--- src/rtl/uart_tx_frame_ctrl_if.sv ---
// uart_tx_frame_ctrl_if
// Host-facing Tx bundle for the UART transmit frame sequencer.
//   Send        - transmit request (host -> sequencer)
//   DataIn      - byte to send, LSB first
//   ParityType  - 00 none, 01 odd, 10 even, 11 none
//   DataLength  - 00=5, 01=6, 10=7, 11=8 data bits
//   StopBits    - 0 one stop bit, 1 two stop bits
//   DataOut     - serial line, idle high (sequencer -> host/pin)
//   ActiveFlag  - frame in progress
//   DoneFlag    - one-cycle pulse at frame completion
// The master modport is the host side, the slave modport is the sequencer.
interface uart_tx_frame_ctrl_if #(
  parameter int DATA_W = 8
);
  logic              Send;
  logic [DATA_W-1:0] DataIn;
  logic [1:0]        ParityType;
  logic [1:0]        DataLength;
  logic              StopBits;
  logic              DataOut;
  logic              ActiveFlag;
  logic              DoneFlag;

  modport master (
    output Send, DataIn, ParityType, DataLength, StopBits,
    input  DataOut, ActiveFlag, DoneFlag
  );

  modport slave (
    input  Send, DataIn, ParityType, DataLength, StopBits,
    output DataOut, ActiveFlag, DoneFlag
  );
endinterface

--- src/rtl/uart_tx_frame_ctrl.sv ---
// uart_tx_frame_ctrl
// Transmit-side UART frame sequencer. Accepts a byte on Send while idle,
// freezes the frame configuration, then walks start, data, optional parity
// and stop bits, advancing one bit per BaudTick.
// Ports:
//   Clock     - system clock, rising edge
//   ResetN    - asynchronous active-low reset
//   BaudTick  - one-cycle pulse per bit period from the baud generator
//   tx        - host Tx bundle (slave modport), see uart_tx_frame_ctrl_if
// All outputs are registered.
module uart_tx_frame_ctrl #(
  parameter int DATA_W = 8,
  parameter int CNT_W  = 3
) (
  input  logic                 Clock,
  input  logic                 ResetN,
  input  logic                 BaudTick,
  uart_tx_frame_ctrl_if.slave  tx
);

  typedef enum logic [2:0] {
    IDLE,
    ARM,
    START,
    DATA,
    PARITY,
    STOP1,
    STOP2
  } state_t;

  state_t            state_q, state_d;
  logic [CNT_W-1:0]  idx_q, idx_d;
  logic [DATA_W-1:0] data_q, data_d;
  logic [1:0]        par_type_q, par_type_d;
  logic [1:0]        len_q, len_d;
  logic              stop_q, stop_d;
  logic              dout_q, dout_d;
  logic              active_q, active_d;
  logic              done_q, done_d;

  logic [CNT_W-1:0]  last_idx;
  logic              parity_en;
  logic              par_xor;

  // Frame bookkeeping derived from the latched configuration. DataLength
  // encodes 5..8 bits, so the last data index is the code plus four.
  always_comb begin
    last_idx  = CNT_W'(len_q) + CNT_W'(4);
    parity_en = (par_type_q == 2'b01) || (par_type_q == 2'b10);
    par_xor   = 1'b0;
    for (int i = 0; i < DATA_W; i++) begin
      if (i < int'(len_q) + 5) par_xor = par_xor ^ data_q[i];
    end
  end

  // Next-state logic; outputs are computed from the next state so that the
  // registered line value changes on the same edge as the state.
  always_comb begin
    state_d    = state_q;
    idx_d      = idx_q;
    data_d     = data_q;
    par_type_d = par_type_q;
    len_d      = len_q;
    stop_d     = stop_q;
    done_d     = 1'b0;

    case (state_q)
      IDLE: begin
        if (tx.Send) begin
          data_d     = tx.DataIn;
          par_type_d = tx.ParityType;
          len_d      = tx.DataLength;
          stop_d     = tx.StopBits;
          state_d    = ARM;
        end
      end
      ARM: begin
        // Waiting for a tick aligns the start bit to a full bit period.
        if (BaudTick) state_d = START;
      end
      START: begin
        if (BaudTick) begin
          state_d = DATA;
          idx_d   = '0;
        end
      end
      DATA: begin
        if (BaudTick) begin
          if (idx_q == last_idx) begin
            state_d = parity_en ? PARITY : STOP1;
          end else begin
            idx_d = idx_q + CNT_W'(1);
          end
        end
      end
      PARITY: begin
        if (BaudTick) state_d = STOP1;
      end
      STOP1: begin
        if (BaudTick) begin
          if (stop_q) begin
            state_d = STOP2;
          end else begin
            state_d = IDLE;
            done_d  = 1'b1;
          end
        end
      end
      STOP2: begin
        if (BaudTick) begin
          state_d = IDLE;
          done_d  = 1'b1;
        end
      end
      default: state_d = IDLE;
    endcase

    active_d = (state_d != IDLE);

    case (state_d)
      START:   dout_d = 1'b0;
      DATA:    dout_d = data_q[idx_d];
      PARITY:  dout_d = (par_type_q == 2'b10) ? par_xor : ~par_xor;
      default: dout_d = 1'b1;
    endcase
  end

  always_ff @(posedge Clock or negedge ResetN) begin
    if (!ResetN) begin
      state_q    <= IDLE;
      idx_q      <= '0;
      data_q     <= '0;
      par_type_q <= '0;
      len_q      <= '0;
      stop_q     <= 1'b0;
      dout_q     <= 1'b1;
      active_q   <= 1'b0;
      done_q     <= 1'b0;
    end else begin
      state_q    <= state_d;
      idx_q      <= idx_d;
      data_q     <= data_d;
      par_type_q <= par_type_d;
      len_q      <= len_d;
      stop_q     <= stop_d;
      dout_q     <= dout_d;
      active_q   <= active_d;
      done_q     <= done_d;
    end
  end

  assign tx.DataOut    = dout_q;
  assign tx.ActiveFlag = active_q;
  assign tx.DoneFlag   = done_q;

endmodule
--- src/flat_wrapper.sv ---
// flat-port wrapper written by rule: the top's interface ports become plain ports
module uart_tx_frame_ctrl_flat 
#(
  parameter int DATA_W = 8,
  parameter int CNT_W  = 3
)
  (Clock, ResetN, BaudTick, tx_Send, tx_DataIn, tx_ParityType, tx_DataLength, tx_StopBits, tx_DataOut, tx_ActiveFlag, tx_DoneFlag);
  uart_tx_frame_ctrl_if #(.DATA_W(DATA_W)) tx_i ();
  input  logic Clock;
  input  logic ResetN;
  input  logic BaudTick;
  input wire logic [$bits(tx_i.Send)-1:0] tx_Send;
  input wire logic [$bits(tx_i.DataIn)-1:0] tx_DataIn;
  input wire logic [$bits(tx_i.ParityType)-1:0] tx_ParityType;
  input wire logic [$bits(tx_i.DataLength)-1:0] tx_DataLength;
  input wire logic [$bits(tx_i.StopBits)-1:0] tx_StopBits;
  output wire logic [$bits(tx_i.DataOut)-1:0] tx_DataOut;
  output wire logic [$bits(tx_i.ActiveFlag)-1:0] tx_ActiveFlag;
  output wire logic [$bits(tx_i.DoneFlag)-1:0] tx_DoneFlag;
  assign tx_i.Send = tx_Send;
  assign tx_i.DataIn = tx_DataIn;
  assign tx_i.ParityType = tx_ParityType;
  assign tx_i.DataLength = tx_DataLength;
  assign tx_i.StopBits = tx_StopBits;
  assign tx_DataOut = tx_i.DataOut;
  assign tx_ActiveFlag = tx_i.ActiveFlag;
  assign tx_DoneFlag = tx_i.DoneFlag;
  uart_tx_frame_ctrl #(.DATA_W(DATA_W), .CNT_W(CNT_W)) u_core (.Clock(Clock), .ResetN(ResetN), .BaudTick(BaudTick), .tx(tx_i));
endmodule
--- config.mk ---
export PLATFORM = sky130hd
export DESIGN_NAME = uart_tx_frame_ctrl_flat
export DESIGN_NICKNAME = d
export VERILOG_FILES = /design/src/rtl/uart_tx_frame_ctrl_if.sv /design/src/rtl/uart_tx_frame_ctrl.sv /design/src/flat_wrapper.sv
export SDC_FILE = /design/constraint.sdc
export NUM_CORES = 1
export LEC_CHECK = 0
export BUFFER_PORTS_ARGS = -buffer_cell sky130_fd_sc_hd__clkbuf_2
export CAP_MARGIN = 20
export CORE_MARGIN = 1
export CORE_UTILIZATION = 50
export DETAILED_ROUTE_END_ITERATION = 8
export PLACE_DENSITY = 0.75
export SLEW_MARGIN = 0
export SYNTH_ARGS = -nofsm -noshare
export SYNTH_HDL_FRONTEND = slang
export SYNTH_SLANG_ARGS = --single-unit
--- constraint.sdc ---
create_clock -name Clock -period 2.45 [get_ports Clock]
set_clock_uncertainty 0.05 [all_clocks]
set_input_delay 0.1225 -clock Clock [delete_from_list [all_inputs] [get_ports Clock]]
set_output_delay 0.1225 -clock Clock [all_outputs]
set_load 0.005 [all_outputs]
==> impl_metrics.xml <==
<?xml version="1.0" encoding="UTF-8"?>
<metrics>
  <group name="yosys">
    <metric name="syn_area_per_cell" unit="um2">10.1</metric>
    <metric name="synth_area_in_xor_xnor" unit="%">6.99</metric>
    <metric name="syn-num-nets" unit="">154</metric>
    <metric name="yosys.area_share.simple" unit="%">18.0</metric>
    <metric name="post_synth_instance_area" unit="um2">1360</metric>
    <metric name="post_synth_mux_area_share" unit="%">12.3</metric>
    <metric name="yosysWarningCount" unit="">0</metric>
    <metric name="yosys_register_bits" unit="">22</metric>
    <metric name="synth_top_family_by_area" unit="">simple AND/OR/NAND/NOR gates</metric>
    <metric name="synth-adder-area-share" unit="%">1.84</metric>
    <metric name="synthDistinctLibCells" unit="">46</metric>
    <metric name="synth_sequential_area_ratio" unit="%">40.6</metric>
    <metric name="postSynth.topFlopCell" unit="">sky130_fd_sc_hd__dfrtp_1</metric>
    <metric name="count_of_flip_flops_with_a_built_in_enable_after_synthesis" unit="">0</metric>
    <metric name="async_flop_share" unit="%">100</metric>
    <metric name="synth-compound-area-share" unit="%">16.2</metric>
    <metric name="synthCells" unit="">135</metric>
  </group>
  <group name="global_route">
    <metric name="first_global_vias" unit="">1028</metric>
    <metric name="gr-usage-all-layers" unit="%">21.2</metric>
    <metric name="largest_net_degree_at_the_start_of_global_routing" unit="">23</metric>
    <metric name="global_route_wire_length_before_repair" unit="mm">4.42</metric>
    <metric name="grt_overflow_total" unit="">0</metric>
    <metric name="antenna_found_initial" unit="">0</metric>
  </group>
  <group name="drt">
    <metric name="drt-vias-per-instance" unit="">5.85</metric>
    <metric name="ant_nets" unit="">0</metric>
    <metric name="totalWireLength" unit="mm">2.92</metric>
    <metric name="drt_first_pass_iters" unit="">4</metric>
    <metric name="detail_route.drc_violations" unit="">0</metric>
    <metric name="dr.first_iter.drc_count" unit="">24</metric>
    <metric name="via_count" unit="">1134</metric>
    <metric name="wl_per_cell" unit="um">15.0</metric>
  </group>
  <group name="final_layout">
    <metric name="drive_above_1_share" unit="%">27.4</metric>
    <metric name="antenna_cells" unit="">0</metric>
    <metric name="syn2layout_area_growth" unit="%">19.1</metric>
    <metric name="final-seq-area" unit="um2">552</metric>
    <metric name="nets" unit="">184</metric>
    <metric name="final-instance-count-excl-fill" unit="">194</metric>
    <metric name="area_used_by_multi_input_combinational_logic" unit="um2">766</metric>
    <metric name="finalCoreUtilization" unit="%">64.2</metric>
    <metric name="num-fill-cells" unit="">218</metric>
    <metric name="post_route_design_area" unit="um2">1620</metric>
  </group>
  <group name="timing">
    <metric name="report.final.setup_viol" unit="">0</metric>
    <metric name="fin_setup_tns" unit="ns">0</metric>
    <metric name="rsz0062_at_grt" unit="">false</metric>
    <metric name="hold_violations" unit="">0</metric>
    <metric name="hold-worst-slack" unit="ns">0.0105</metric>
    <metric name="slew_headroom" unit="%">64.7</metric>
    <metric name="slew_viol_final" unit="">0</metric>
    <metric name="max_freq" unit="MHz">424</metric>
    <metric name="worst-slew-pin-transition" unit="ns">0.530</metric>
    <metric name="min_period" unit="ns">2.36</metric>
    <metric name="layout_worst_path_cycle_share" unit="%">96.2</metric>
    <metric name="fin_ws" unit="ns">0.0926</metric>
  </group>
  <group name="placement">
    <metric name="dp_cells" unit="">182</metric>
    <metric name="placement.io_buffers" unit="">19</metric>
    <metric name="place.detailed.hpwl" unit="mm">2.20</metric>
    <metric name="placement_stage_cell_area" unit="um2">1510</metric>
    <metric name="pre_cts_slack" unit="ns">0.00848</metric>
    <metric name="finalWeightedCongestion" unit="">0.776</metric>
  </group>
  <group name="critical_path">
    <metric name="worstSetupStartpointType" unit="">flip-flop</metric>
    <metric name="criticalPathCategory" unit="">flip-flop to flip-flop</metric>
    <metric name="critical_path.top_delay_family" unit="">simple AND/OR/NAND/NOR gates</metric>
    <metric name="timing.rr.end" unit="">u_core.tx.DataOut</metric>
    <metric name="crit_path_max_fanout" unit="">6</metric>
    <metric name="critPathBufInv" unit="">0</metric>
    <metric name="crit_chain" unit="">xnor2_1 &gt; nor4bb_2 &gt; or3_4 &gt; mux2_1 &gt; a211o_1 &gt; a2bb2oi_1</metric>
    <metric name="critPathLaunch" unit="">u_core.len_q[1]</metric>
    <metric name="worst_endpoint_data_arrival_time" unit="ns">2.53</metric>
    <metric name="worst_setup_path_end_kind" unit="">flip-flop</metric>
    <metric name="worst-r2r-setup-slack" unit="ns">0.09</metric>
    <metric name="worstRegToRegCells" unit="">6</metric>
    <metric name="worst-endpoint-required" unit="ns">2.62</metric>
    <metric name="slowest_stage" unit="">sky130_fd_sc_hd__nor4bb_2</metric>
    <metric name="cpPeakStageDelay" unit="ns">0.48</metric>
    <metric name="path_depth" unit="">6</metric>
    <metric name="crit-reg2reg-launch" unit="">u_core.len_q[1]</metric>
    <metric name="worst_setup_path_endpoint" unit="">u_core.tx.DataOut</metric>
  </group>
  <group name="clock_tree">
    <metric name="insertion_delay" unit="ns">0.30</metric>
    <metric name="clock_sink_count" unit="">22</metric>
    <metric name="clock_pin_slew_of_the_registers_on_the_worst_case_setup_and_hold_paths" unit="ns">0.12</metric>
    <metric name="ctsLongestPathBuffers" unit="">2</metric>
    <metric name="cts_tree" unit="">done</metric>
    <metric name="root_buffer" unit="">sky130_fd_sc_hd__clkbuf_4</metric>
    <metric name="h-tree-depth" unit="">1</metric>
    <metric name="postCtsSetupBuffers" unit="">0</metric>
    <metric name="cts-buffers-inserted" unit="">3</metric>
  </group>
  <group name="hold_path">
    <metric name="worst_hold_startpoint" unit="">tx_DataIn[4]</metric>
    <metric name="hold_class" unit="">input port to flip-flop</metric>
  </group>
  <group name="power">
    <metric name="power_per_cell_area" unit="nW/um2">1310</metric>
    <metric name="power.total" unit="mW">2.12</metric>
    <metric name="peak_ir_drop_on_the_vdd_network" unit="V">0.00103</metric>
    <metric name="power.leakage" unit="nW">0.710</metric>
  </group>
  <group name="floorplan">
    <metric name="start_util" unit="%">53.9</metric>
    <metric name="die_h" unit="um">54.2</metric>
    <metric name="die_area" unit="um2">2930</metric>
    <metric name="rows" unit="">18</metric>
    <metric name="io_pins" unit="">20</metric>
    <metric name="design.core.area" unit="um2">2520</metric>
    <metric name="die_w" unit="um">54.2</metric>
  </group>
  <group name="flow_run">
    <metric name="max_cap_violations" unit="">0</metric>
  </group>
  <group name="status">
    <metric name="outcome" unit="">completed</metric>
  </group>
</metrics>
==> flip-flops by register name, summed over array words and instances, names as in the netlist <==
register / count
u_core.tx.DoneFlag: 1
u_core.tx.ActiveFlag: 1
u_core.tx.DataOut: 1
u_core.data_q: 8
u_core.state_q: 3
u_core.par_type_q: 2
u_core.stop_q: 1
u_core.idx_q: 3
u_core.len_q: 2
==> synth_stat cells (all sizes together), types with 2 or more instances <==
master,instances,area share (%)
and3,3,1.4
o21ai,8,2.9
nand3,5,1.8
a32o,2,1.5
nor2,9,2.5
nand2b,4,1.8
nor4b,3,1.9
clkbuf,4,1.1
o31ai,2,1.1
dfrtp,21,39
mux2,14,12
nand2,5,1.4
inv,7,1.9
buf,3,1.0
a211oi,4,2.2
xnor2,10,7.0
a21oi,5,1.8
nand3b,2,2.0
ha,2,1.8
==> power by group <==
part	total, mW	internal [mW]	switching (mW)
sequential	0.711	0.532	0.180
combinational	1.24	0.647	0.593
clock	0.166	0.0633	0.103
total	2.12	1.24	0.875
==> area by class of cell <==
type	instances	area share, %
multi-input cells	99	47.3
flip-flops and latches	22	34.1
repair buffers	32	13.1
well taps	30	2.32
clock buffers	4	1.62
inverters	7	1.62
==> cell usage in the layout (no fill, tap or decap), types with 7 or more instances in the layout <==
master / n
sky130_fd_sc_hd__o21ai_0: 7
sky130_fd_sc_hd__dlygate4sd3_1: 8
sky130_fd_sc_hd__clkbuf_2: 19
sky130_fd_sc_hd__inv_1: 7
sky130_fd_sc_hd__mux2_2: 12
sky130_fd_sc_hd__xnor2_1: 9
sky130_fd_sc_hd__dfrtp_1: 21
sky130_fd_sc_hd__nor2_1: 9
==> metal layers <==
layer | up-vias | GRT usage (%) | wire length [um] | share of wire, %
met5 | - | 0 | 0 | 0
met4 | 0 | 5.13 | 17 | 0.58
met3 | 2 | 2.54 | 62 | 2.1
met2 | 22 | 35.0 | 1450 | 50
met1 | 556 | 29.4 | 1390 | 48
li1 | 554 | - | - | -
==> worst min-delay path by stage <==
| stage | to | slack (ns) | depth (start not counted) |
|---|---|---|---|
| 2_1_floorplan | u_core.data_q[0] | -0.22 | 0 |
| 4_1_cts | u_core.par_type_q[1] | 0.0001 | 2 |
| 6_report | u_core.data_q[4] | 0.01 | 2 |
| 5_1_grt | u_core.len_q[0] | 0.005 | 2 |
| 3_5_place_dp | u_core.par_type_q[0] | 0.08 | 1 |
| 3_3_place_gp | u_core.par_type_q[0] | 0.06 | 1 |
==> cells by family after synthesis <==
kind of cell	count (synthesis)
AND/OR/NAND/NOR	40
AO/OA/AOI/OAI	32
multiplexers	15
adder cells (fa/ha/maj)	2
XOR/XNOR	10
buffers and inverters	14
flip-flops	22
==> timing repair <==
action | in CTS | in global routing
endpoints found under the hold margin | 26 | 2
endpoints found under the setup margin | 1 | 0
hold buffers | 6 | 2
resized for setup | 1 | 0
==> worst register-to-register path, stage by stage (launching register included) <==
cell and delay, ns:
sky130_fd_sc_hd__dfrtp_1 0.46, sky130_fd_sc_hd__xnor2_1 0.34, sky130_fd_sc_hd__nor4bb_2 0.48, sky130_fd_sc_hd__or3_4 0.22, sky130_fd_sc_hd__mux2_1 0.32, sky130_fd_sc_hd__a211o_1 0.29, sky130_fd_sc_hd__a2bb2oi_1 0.13
Note: power is estimated with default switching activity, not from simulation.
